### config.mk
export PLATFORM = sky130hd
export DESIGN_NAME = univ_shift_reg_ser
export DESIGN_NICKNAME = d
export VERILOG_FILES = /design/src/rtl/univ_shift_reg_ser.sv
export SDC_FILE = /design/constraint.sdc
export NUM_CORES = 1
export LEC_CHECK = 0
export ABC_AREA = 1
export CELL_PAD_IN_SITES_DETAIL_PLACEMENT = 0
export CELL_PAD_IN_SITES_GLOBAL_PLACEMENT = 1
export CORE_MARGIN = 3
export CORE_UTILIZATION = 32
export CTS_CLUSTER_SIZE = 40
export DETAILED_ROUTE_END_ITERATION = 10
export PLACE_DENSITY = 0.75
export SLEW_MARGIN = 20
export SYNTH_ARGS = -nofsm -noshare
export SYNTH_HDL_FRONTEND = slang
export SYNTH_SLANG_ARGS = --single-unit
### constraint.sdc
create_clock -name clk -period 1.4 [get_ports clk]
set_input_delay 0.21 -clock clk [delete_from_list [all_inputs] [get_ports clk]]
set_output_delay 0.21 -clock clk [all_outputs]
set_load 0.005 [all_outputs]
### src/rtl/univ_shift_reg_ser.sv
// univ_shift_reg_ser: universal shift/rotate register with handshaked LSB-first serial burst
module univ_shift_reg_ser #(
  parameter int N = 8,
  parameter int W = $clog2(N)
) (
  input  logic         clk,
  input  logic         reset_n,
  input  logic         en,
  input  logic [2:0]   ctrl,
  input  logic [W-1:0] amt,
  input  logic         si,
  input  logic [N-1:0] d,
  output logic [N-1:0] q,
  output logic         so,
  output logic         so_valid,
  input  logic         so_ready,
  output logic         busy,
  output logic         done
);
  typedef enum logic {IDLE, SER} state_t;
  state_t state;
  logic [N-1:0] r_reg;
  logic [N-1:0] op_res;
  logic [W-1:0] cnt;
  logic [2*N-1:0] rol_w, ror_w;
  assign rol_w = {r_reg, r_reg} << amt;
  assign ror_w = {r_reg, r_reg} >> amt;
  assign busy = state == SER;
  assign so_valid = busy;
  assign so = busy & r_reg[0];
  assign q = r_reg;
  // Result of the single-cycle operation selected by ctrl; rotates come from a doubled word.
  always_comb begin
    op_res = r_reg;
    case (ctrl)
      3'b001: op_res = (r_reg << amt) | (si ? ~({N{1'b1}} << amt) : '0);
      3'b010: op_res = (r_reg >> amt) | (si ? ~({N{1'b1}} >> amt) : '0);
      3'b011: op_res = $signed(r_reg) >>> amt;
      3'b100: op_res = rol_w[2*N-1:N];
      3'b101: op_res = ror_w[N-1:0];
      3'b110: op_res = d;
      default: op_res = r_reg;
    endcase
  end
  // Control FSM: commands in IDLE, one shift per accepted serial bit in SER.
  always_ff @(posedge clk or negedge reset_n) begin
    if (!reset_n) begin
      r_reg <= '0;
      state <= IDLE;
      cnt   <= '0;
      done  <= 1'b0;
    end else begin
      done <= 1'b0;
      case (state)
        IDLE: if (en) begin
          if (ctrl == 3'b111) begin
            r_reg <= d;
            cnt   <= '0;
            state <= SER;
          end else r_reg <= op_res;
        end
        SER: if (so_ready) begin
          r_reg <= {1'b0, r_reg[N-1:1]};
          cnt   <= cnt + 1'b1;
          if (cnt == W'(N-1)) begin
            state <= IDLE;
            done  <= 1'b1;
          end
        end
        default: state <= IDLE;
      endcase
    end
  end
endmodule

Word level (Yosys, flattened, before mapping)
Cells that the tools add are included.

Output and inout bits: 12. Flip-flop bits (word level): 13. Logic and storage cells: 51. Input bits: 19.

Reductions and logical operators: 2. Shift-type cells: 7. Equality and inequality tests: 12. Add/sub/neg operators: 1. Bitwise logic cells: 6. Muxes and demuxes: 19.

Operator list (number): 8-bit one-hot mux with 6 select lines (1); 8-bit 2-to-1 mux (5); 8-bit inverter (2); 8-bit bitwise OR (2); 8-bit one-hot mux with 2 select lines (1); 16-bit by 3-bit << shifter with 16-bit output (1); 16-bit by 3-bit >> shifter with 8-bit output (1); 3-bit == test (second input constant) (5); 3-bit 2-to-1 mux (3); 8-bit by 2-bit inequality test with 1-bit output (second input constant) (1); 8-bit by 3-bit << shifter with 8-bit output (1); 8-bit by 3-bit << shifter with 8-bit output (first input constant) (1); 8-bit by 3-bit >> shifter with 8-bit output (1); 8-bit by 3-bit >> shifter with 8-bit output (first input constant) (1); 8-bit by 3-bit >>> shifter with 8-bit output (1); 1-bit 2-to-1 mux (7); 3-bit by 2-bit == test with 1-bit output (second input constant) (2); 2-bit inequality test (second input constant) (3); 3-bit one-hot mux with 2 select lines (1); 3-bit AND reduction (2); 3-bit by 1-bit adder with 3-bit output (second input constant) (1); 3-bit by 1-bit == test with 1-bit output (second input constant) (1); 1-bit one-hot mux with 2 select lines (1); 1-bit AND (1); 1-bit inverter (1).

Longest topological paths before layout
Word-level depth: 8. Gate-level depth with buffers: 15. Depth with buffers taken out: 15.

Worst setup path after synthesis
OpenSTA, ideal clock, no wires.

Path kind: flip-flop to flip-flop. From: reg r_reg[7] (netlist: q[7]). To: reg r_reg[2] (netlist: q[2]). Clock period less this slack: 1437 ps. Data arrival time: 1321 ps. Data required time: 1284 ps. Setup time: 116 ps. Stages on the path, launching flop included: 16. Path buffers: 1. Path slack: -37 ps. Path through: dfrtp_1 > buf_2 > nand2_1 > nand2_1 > nand2_1 > nand2_1 > nand2_1 > nand2_1 > nand2_1 > nand2_1 > nor2_1 > nand2_1 > nand2_1 > nand2_1 > nand2_1 > nand2_1.

Word-level cells in the longest chain between the ends: 6. Elaborated cells between the ends (all ways): 11. Classes of those cells: shift: 5; mux: 4; bitwise: 2.

RTL lines: from (decl) (RTL line 22) `logic [N-1:0] r_reg;`; from (signal assigned) (RTL line 60) `end else r_reg <= op_res;`; from (signal assigned) (RTL line 63) `r_reg <= {1'b0, r_reg[N-1:1]};`; 8-bit by 3-bit >> shifter with 8-bit output / 8-bit by 3-bit << shifter with 8-bit output (equally long branches) (RTL line 37, 36); 8-bit bitwise OR, on equally long branches (RTL line 37, 36); 8-bit one-hot mux with 6 select lines * (RTL line 35) `case (ctrl)`; 8-bit 2-to-1 mux * (RTL line 56) `if (ctrl == 3'b111) begin`; 8-bit 2-to-1 mux * (RTL line 55) `IDLE: if (en) begin`; 8-bit one-hot mux with 2 select lines * (RTL line 54) `case (state)`.

Mark *: on every way between the ends. The rest lies on a longest branch, timed or not. The select of a mux whose other input is x is not followed. A chain may end at the register's enable or synchronous reset.

Worst setup path in the final report
From: reg r_reg[7] (netlist: q[7]). To: reg r_reg[6] (netlist: q[6]).

Word-level cells in the longest chain between the ends: 6. Elaborated cells between the ends (all ways): 12. Classes of those cells: shift: 5; mux: 5; bitwise: 2.

RTL lines (RTL line): 8-bit by 3-bit >> shifter with 8-bit output / 8-bit by 3-bit << shifter with 8-bit output (equally long branches) (37, 36); 8-bit bitwise OR, on equally long branches (37, 36); 8-bit one-hot mux with 6 select lines (35); 8-bit 2-to-1 mux (56); 8-bit 2-to-1 mux (55); 8-bit one-hot mux with 2 select lines * (54).

Marks and branches as above.

==> qor.txt <==
Synth cell types = 23
DIE AREA = 6600 µm²
highest-delay cell along the critical path = dfrtp_2
initial antenna violation count = 0
H-tree depth = 1
part of the cycle the worst path needs = 112%
YS warnings = 0
Post-Synthesis Net Count = 374
nature of the critical path endpoint = register
total power = 4.14 mW
GRT met2 Usage = 37.0%
Critical R2R Launch = q[7]
drt pass-1 iters = 5
final net count = 474
Worst Tran Pin Value = 0.360 ns
CTS tree = built
Seq/Total Area, Yosys = 18.0%
placed inst area = 2660 µm²
fin util = 58.1%
Vias = 2754
worst setup margin = -0.169 ns
Post-Route WL = 7690 µm
worst path required time = 1.54 ns
GR Util met3 = 1.44%
Max clock buf depth = 2
Peak supply drop = 1.08 mV
Min Hold Slack = 0.276 ns
vias in the first global route = 2409
Crit path depth = 11
met1 Resource Use GR = 31.0%
total track usage = 22.3%
GRT Max-Usage Layer = met2
leak pwr = 1.69 nW
core area = 5300 µm²
Peak Freq = 637 MHz
DRT iter0 DRCs = 298
Critical path buffers and inverters = 1
CTS Buf Count = 3
DR vias/cell = 5.28
Syn Area/Cell = 5.13 µm²
RSZ-0062 raised after global routing = yes
pin count of the biggest net entering global routing = 19
Mapped Area = 1810 µm²
n_diodes = 0
# DRC = 0
max_cap viols = 0
clk root buf = clkbuf_8
delay-heaviest family, CP = simple AND/OR/NAND/NOR gates
pre-CTS setup slack = -0.607 ns
final max-slew violation count = 0
Routed Antenna Nets = 0
failing checks = negative setup slack
worst hold path class = input port to async pin
crit-path max FO = 6
Final Hold Viols = 0
r2r worst-path depth = 11
Die Span Y = 81.2 µm
Pwr Density = 1340 nW/µm²
Clock Latency Late Sink = 0.25 ns
layout cells sized above 1 = 33.6%
row count = 26
Clk pin slew, worst setup/hold paths = 0.06 ns
Finished Cell Area = 3080 µm²
Worst path max stage delay = 0.49 ns
initial core utilization = 34.1%
kind of critical path = register to register
IO Count = 31
startpoint types = register
CP Cell Sequence = nand2_4 -> nand2_4 -> nand2_4 -> buf_4 -> nor2_1 -> o21ai_1 -> nand3_1 -> o21ai_1 -> nand2_1 -> nand2_1 -> nand2_1
worst setup path start = q[7]
GPL Wtd Cong = 0.978
# setup viols final = 8
arrival time worst endpoint = 1.71 ns
I/O Buffers = 30
GR Overflow Total = 0
average wire per standard cell = 14.7 µm
Yosys reg bits = 13
Die W = 81.2 µm
Tmin final = 1.57 ns
Worst slew margin = 76.0%
status = finished, violations left
Detail Placement HPWL = 5640 µm
first-pass GRT wire length = 11500 µm
Sink Count = 13
Synth Instances = 353
Area growth syn-to-layout = 70.2%
clock skew = 0.00293 ns
[cell type report]
class                   instances  area, µm²
clock buffers                   3       41.3
multi-input cells             308       1570
fillers                       550       2220
clock inverters                 1       5.00
inverters                      18       70.1
flip-flops and latches         13        330
repair buffers                109        973
well taps                      70       87.6
[kinds of logic after synthesis]
kind of cell,synth area share [%]
adder cells (fa/ha/maj),1.38
AO/OA/AOI/OAI,13.0
buffers and inverters,7.60
flip-flops,18.0
AND/OR/NAND/NOR,60.1
[sequential cells by signal, indices dropped and copies added (netlist names)]
| signal | cells |
|---|---|
| cnt | 3 |
| done | 1 |
| busy | 1 |
| q | 8 |
[stage by stage]
| stage | TNS, ns | instances |
|---|---|---|
| 6_report | -0.752 | 522 |
| 5_1_grt | -1.60 | 522 |
| 4_1_cts | -0.657 | 514 |
| 3_5_place_dp | -6.22 | 508 |
| 3_3_place_gp | -5.94 | 508 |
| 2_1_floorplan | -0.00749 | 353 |
[repair_timing]
| action | CTS | global route |
|---|---|---|
| gates resized for setup | 57 | 57 |
| setup buffers | 2 | 5 |
| pin swaps | 5 | 20 |
| hold buffers | 0 | 0 |
| gates cloned | 0 | 3 |
| endpoints found under the setup margin | 23 | 14 |
| hold endpoints to repair | 0 | 0 |
[final timing paths]
check	slack (ns)	end
max	-0.17	q[6]
min	0.28	q[5]
max reg2reg	-0.17	q[6]
min reg2reg	0.51	cnt[0]
max in group asynchronous	0.93	q[4]
min in group clk	0.46	q[7]
[per-layer routing]
layer  wire (µm)  share of wire [%]
met2        3640                 47
met3         532                6.9
met4         146                1.9
met1        3360                 44
met5           0                  0
[report_power, final]
group	switching (mW)	leakage (nW)	total, mW	internal (mW)
Clock	0.155	0.0255	0.353	0.197
Sequential	0.250	0.157	0.805	0.555
Combinational	1.55	1.51	2.98	1.43
Total	1.95	1.69	4.14	2.19
[worst reg2reg max path: stages (launching register included)]
cell and delay, ns:
dfrtp_2 0.49, nand2_4 0.13, nand2_4 0.07, nand2_4 0.08, buf_4 0.12, nor2_1 0.03, o21ai_1 0.11, nand3_1 0.08
o21ai_1 0.15, nand2_1 0.08, nand2_1 0.06, nand2_1 0.04
[cell usage in the layout, fill, tap and decap left out, types with 2 or more instances in the layout]
cell type	count
a21oi_1	22
a31oi_1	4
buf_4	58
buf_6	17
clkbuf_16	2
clkbuf_2	4
clkbuf_8	3
clkdlybuf4s15_1	3
clkdlybuf4s50_1	13
dfrtp_1	9
dfrtp_2	4
dlygate4sd2_1	9
ha_1	2
inv_1	9
inv_2	7
nand2_1	136
nand2_2	24
nand2_4	7
nand3_1	52
nand3_2	7
nand3_4	2
nand4_1	2
nor2_1	23
nor2_2	3
nor2_4	3
nor3_2	2
o211ai_1	2
o21ai_0	2
o21ai_1	8
o21ai_2	2
[synth_stat cells]
cell / instances / area [µm²]
nand2_1: 166 / 623
nand3_1: 61 / 305
nor2_1: 27 / 101
a21oi_1: 23 / 115
dfrtp_1: 13 / 325
inv_1: 10 / 37.5
buf_2: 8 / 40.0
inv_2: 7 / 26.3
o21ai_0: 6 / 30.0
o21ai_1: 6 / 30.0
a31oi_1: 5 / 31.3
clkbuf_1: 3 / 11.3
buf_4: 2 / 15.0
ha_1: 2 / 25.0
nand2_2: 2 / 12.5
nand4_1: 2 / 12.5
nor2_2: 2 / 12.5
nor3_2: 2 / 20.0
o211ai_1: 2 / 15.0
a22oi_1: 1 / 7.51
buf_1: 1 / 3.75
clkinv_1: 1 / 3.75
o22ai_1: 1 / 6.26
Power figures use the tool's default switching activity.
